--- src/rtl/spectrum_line_ctrl.sv ---
// Spectrum bar controller: captures one FFT frame of scaled bar lengths into a
// ping-pong buffer and serves them to the LCD renderer one line per request.
module spectrum_line_ctrl #(
  parameter int                 DATA_W    = 16,
  parameter int                 LINE_NUM  = 128,
  parameter int                 MAG_SHIFT = 4,
  parameter logic [DATA_W-1:0]  MAX_LEN   = 16'd200
) (
  input  logic                        lcd_clk,
  input  logic                        sys_rst_n,
  input  logic                        fft_valid,
  input  logic                        fft_sop,
  input  logic [DATA_W-1:0]           fft_mag,
  output logic                        fft_ready,
  input  logic                        data_req,
  input  logic                        wr_over,
  output logic [$clog2(LINE_NUM)-1:0] line_cnt,
  output logic [DATA_W-1:0]           line_length,
  output logic                        frame_swap
);

  localparam int            AW   = $clog2(LINE_NUM);
  localparam logic [AW-1:0] LAST = AW'(LINE_NUM - 1);

  typedef enum logic [1:0] {W_IDLE, W_FILL, W_DONE} wstate_t;

  function automatic logic [DATA_W-1:0] sat_len(input logic [DATA_W-1:0] mag);
    logic [DATA_W-1:0] scaled;
    scaled = mag >> MAG_SHIFT;
    return (scaled > MAX_LEN) ? MAX_LEN : scaled;
  endfunction

  wstate_t           wstate;
  logic [AW-1:0]     wr_addr;
  logic [AW-1:0]     wr_a;
  logic              wr_en;
  logic              wbank;
  logic              wbank_full;
  logic              rbank_valid;
  logic              swap;
  logic [AW-1:0]     rd_ptr;

  logic              vld_p0;
  logic [AW-1:0]     cnt_p0;
  logic              vld_p1;
  logic [AW-1:0]     cnt_p1;
  logic [DATA_W-1:0] rdata_p1;
  logic              rvalid_p1;

  // Both banks in one array; the bank bit is the address MSB.
  logic [DATA_W-1:0] mem [0:2*LINE_NUM-1];

  always_comb begin
    fft_ready = (wstate != W_DONE);
    wr_en     = fft_valid && fft_ready && (fft_sop || (wstate == W_FILL));
    wr_a      = fft_sop ? '0 : wr_addr;
    swap      = wr_over && wbank_full;
  end

  always_ff @(posedge lcd_clk) begin
    if (wr_en) mem[{wbank, wr_a}] <= sat_len(fft_mag);
  end

  always_ff @(posedge lcd_clk or negedge sys_rst_n) begin
    if (!sys_rst_n) begin
      wstate      <= W_IDLE;
      wr_addr     <= '0;
      wbank       <= 1'b0;
      wbank_full  <= 1'b0;
      rbank_valid <= 1'b0;
      frame_swap  <= 1'b0;
      rd_ptr      <= '0;
      vld_p0      <= 1'b0;
      vld_p1      <= 1'b0;
      line_cnt    <= '0;
      line_length <= '0;
    end else begin
      frame_swap <= swap;
      if (swap) begin
        wbank       <= ~wbank;
        wbank_full  <= 1'b0;
        rbank_valid <= 1'b1;
      end

      case (wstate)
        W_IDLE, W_FILL: begin
          if (wr_en) begin
            wr_addr <= wr_a + 1'b1;
            if (wr_a == LAST) begin
              wbank_full <= 1'b1;
              wstate     <= W_DONE;
            end else begin
              wstate <= W_FILL;
            end
          end
        end
        W_DONE:  if (swap) wstate <= W_IDLE;
        default: wstate <= W_IDLE;
      endcase

      // p0: accept request; a frame boundary drops a coincident request
      vld_p0 <= data_req && !wr_over;
      if (wr_over)
        rd_ptr <= '0;
      else if (data_req)
        rd_ptr <= (rd_ptr == LAST) ? '0 : rd_ptr + 1'b1;

      // p1 -> output
      vld_p1 <= vld_p0;
      if (vld_p1) begin
        line_cnt    <= cnt_p1;
        line_length <= rvalid_p1 ? rdata_p1 : '0;
      end
    end
  end

  // p1: synchronous bank read
  always_ff @(posedge lcd_clk) begin
    cnt_p0    <= rd_ptr;
    cnt_p1    <= cnt_p0;
    rdata_p1  <= mem[{~wbank, cnt_p0}];
    rvalid_p1 <= rbank_valid;
  end

endmodule

--- config.mk ---
export PLATFORM = sky130hd
export DESIGN_NAME = spectrum_line_ctrl
export DESIGN_NICKNAME = d
export VERILOG_FILES = /design/src/rtl/spectrum_line_ctrl.sv
export SDC_FILE = /design/constraint.sdc
export NUM_CORES = 2
export LEC_CHECK = 0
export CAP_MARGIN = 20
export CORE_ASPECT_RATIO = 1.2
export CORE_UTILIZATION = 40
export DETAILED_ROUTE_END_ITERATION = 10
export DONT_BUFFER_PORTS = 1
export GPL_TIMING_DRIVEN = 0
export SLEW_MARGIN = 40
export SYNTH_ARGS = -nofsm -noshare
export SYNTH_HDL_FRONTEND = slang
export SYNTH_SLANG_ARGS = --single-unit
--- constraint.sdc ---
create_clock -name lcd_clk -period 3.3 [get_ports lcd_clk]
set_input_delay 0.66 -clock lcd_clk [delete_from_list [all_inputs] [get_ports lcd_clk]]
set_output_delay 0.66 -clock lcd_clk [all_outputs]
set_load 0.02 [all_outputs]
==> impl_metrics.ini <==
[synth]
synth_area_leaders = edfxtp_1 (76%), mux4_2 (10%), mux2i_1 (2.0%)
synth_ff_type = edfxtp_1
synth.most_common_cell = edfxtp_1
yosysSeqAreaShare = 0.773
synth.avg_cell_area_um2 = 21.1
synthDistinctLibCells = 73
yosysWarnings = 0
synth-seq-cells = 3140
yosys.area.top_type_share = 0.760
async_flop_share = 0.0131
yosys.area.top_type = edfxtp_1
synth_edf_count = 3072
post_synth_inst_count = 5752
synth.cell_area_mm2 = 0.121
synthTopCellsByCount = edfxtp_1 (3072), mux4_2 (544), nor2_1 (310)

[setup_path]
critPathSlowestCell = a211oi_2
r2r_slack_ns = -0.26
cp-start-kind = register
path_delay_family = buffers and inverters
arrival_ns = 4.37
cp_num_buf_inv = 5
reg2regPathDepth = 9
r2r_end = rdata_p1[10]
cp_cell_sequence = buf_6, inv_1, buf_4, buf_6, buf_4, o21ai_0, a211oi_2, a211oi_2, nor3_4
r2r_start = cnt_p0[2]
path_class = reg -> reg
max_stage_delay_ns = 0.76
endpoint_kind = register
cp.required_ns = 4.12
cp_max_fo = 10

[die]
die_w_um = 505
initial_core_util = 0.402
top_level_ports = 47
rows = 221
die_height_um = 605
coreArea_mm2 = 0.302
fp.dieArea_mm2 = 0.306

[worst_hold_path]
hold_end = wstate[0]
whs_path_depth = 3
hold_class = in -> reg
worstHoldStart = fft_valid

[timing]
fmax_ghz = 0.281
finalCritPeriodShare = 1.08
fin_ws_ns = -0.256
period_needed_ns = 3.56
fin_skew_ns = 0.0522
final-setup-viol-count = 203
maxSlewHeadroom = 0.329
hold_viol_final = 0
timing.hold.ws_ns = 0.0461
tightestPinTransition_ns = 1.01
rsz0062_at_grt = true
finalMaxSlewViolations = 0

[power_and_ir_drop]
ir_worst_vdd_mv = 0.445
power.density_mw_per_mm2 = 571
p_leak_nw = 48.1

[run_status]
status = finished, violations left
violations = DRC, setup timing

[clock_network]
cts_buffers = 316
cts_tree = yes
insertion_delay_ns = 0.91
cts_htree_levels = 5
cts_root_buffer = clkbuf_16
clk_pin_slew_ns = 0.06
cts_buffer_depth = 4
clkSinkCount = 3140

[flow_run]
maxCapViolCount = 0

[layout]
multi_input_area_mm2 = 0.0331
fillCellCount = 24209
fin_area_mm2 = 0.151
final_nets = 7473
seq_area_mm2 = 0.0938
area_growth_pct = 24.6
drive_gt1_frac = 0.295

[routing]
drtIter0Drc = 10680
dr.pass1.iters = 9
ant_nets = 0
remaining_drc_errors = 28
routedWlPerCell_um = 39.6
num_vias = 69176
via_per_inst = 5.91
wirelength_mm = 464

[global_routing]
grt_pass1_wl_mm = 601
grt.overflow.total = 0
grt_pass1_vias = 66367
antenna_found_initial = 18
grt_use_total = 0.299
grt_max_degree = 60

[placement]
gp_congestion = 1.06
place.port_buffers = 0
hpwl_mm = 317
placed_cell_area_mm2 = 0.134
kinds of logic (layout without fill, tap and decap cells):
group / after synthesis / in the layout / share of synthesized area
buffers and inverters: 377 / 1288 / 0.0200
DFF: 3140 / 3140 / 0.773
and+or+nand+nor: 636 / 636 / 0.0236
other: 1 / 1034 / 0.0000309
xor gates and xnor gates: 5 / 5 / 0.000361
AOI/OAI and AO/OA: 692 / 692 / 0.0401
adders and majority gates: 6 / 6 / 0.000598
muxes: 895 / 895 / 0.142
how the worst max path moves through the flow:
stage	start	end	slack, ns	cells past startpoint
3_3_place_gp	fft_mag[4]	mem[124][3]	-7.89	3
5_1_grt	cnt_p0[0]	rdata_p1[10]	-0.13	11
6_report	cnt_p0[2]	rdata_p1[10]	-0.26	9
2_1_floorplan	fft_mag[4]	mem[0][3]	-2.59	3
3_5_place_dp	fft_sop	mem[111][0]	-2.13	11
4_1_cts	wbank	mem[205][8]	-0.23	6
state kept, by name (all words and copies together), names as in the netlist, 2 cells and up:
signal / flops
mem: 3072
line_cnt: 7
cnt_p0: 7
wstate: 2
line_length: 12
wr_addr: 7
cnt_p1: 7
rd_ptr: 7
rdata_p1: 12
per-stage QoR:
step	setup TNS, ns	cells	utilization	total power [W]	setup WS, ns
4_1_cts	-86.05	11587	0.492	0.0859	-0.234
6_report	-5.80	11710	0.501	0.0863	-0.256
3_3_place_gp	-	10793	0.431	0.0506	-7.89
3_5_place_dp	-3537.78	10901	0.444	0.0508	-2.13
5_1_grt	-0.278	11705	0.501	0.0878	-0.132
2_1_floorplan	-1961.08	6779	-	0.0475	-2.59
where the power goes:
group          internal [W]  switching [W]
Clock                0.0194         0.0154
Sequential           0.0436       0.000134
Combinational       0.00273        0.00506
worst reg2reg max path, delay by kind of cell, from the launching register on:
| kind | cells | cell delay [ns] |
|---|---|---|
| flops | 1 | 0.43 |
| buf+inv | 5 | 1.68 |
| simple gates | 1 | 0.30 |
| compound gates | 3 | 1.07 |
per-layer routing:
| layer | track usage | vias up | wire (um) |
|---|---|---|---|
| met5 | 0 | - | 67 |
| met4 | 0.229 | 6 | 44800 |
| met3 | 0.0784 | 1232 | 53700 |
| met2 | 0.469 | 5018 | 211000 |
| met1 | 0.354 | 36308 | 154000 |
| li1 | - | 26612 | - |
area by class of cell:
type,count,area share
flip-flops and latches,3140,0.620
multi-input cells,3262,0.219
clock buffers,408,0.0558
repair buffers,358,0.0344
well taps,4014,0.0332
plain buffers,349,0.0284
clock inverters,154,0.00861
inverters,19,0.000472
diodes,6,0.0000993
cell usage in the layout (no fill, tap or decap), types with 37 or more instances in the layout:
cell / count
edfxtp_1: 3072
conb_1: 1028
mux4_2: 553
clkbuf_16: 323
mux2i_1: 239
nor2_4: 238
buf_12: 231
buf_4: 169
a22oi_1: 159
nand2_1: 97
clkbuf_1: 93
a21oi_1: 86
mux4_1: 80
o21ai_0: 56
buf_6: 55
clkinv_1: 55
clkbuf_4: 54
clkbuf_2: 52
clkinv_2: 51
nor2_1: 48
buf_16: 45
buf_8: 45
o221ai_1: 45
a22oi_2: 43
dfrtp_1: 41
o22ai_1: 40
nand3_1: 37
repair_timing:
| item | 4_1_cts | 5_1_grt |
|---|---|---|
| setup buffers | 126 | 119 |
| hold buffers | 3 | 0 |
| gates resized for setup | 722 | 153 |
| endpoints found under the hold margin | 42 | 0 |
| pin swaps | 89 | 114 |
| setup endpoints to repair | 2862 | 1870 |
| gates cloned | 2 | 1 |
Power figures use the tool's default switching activity.
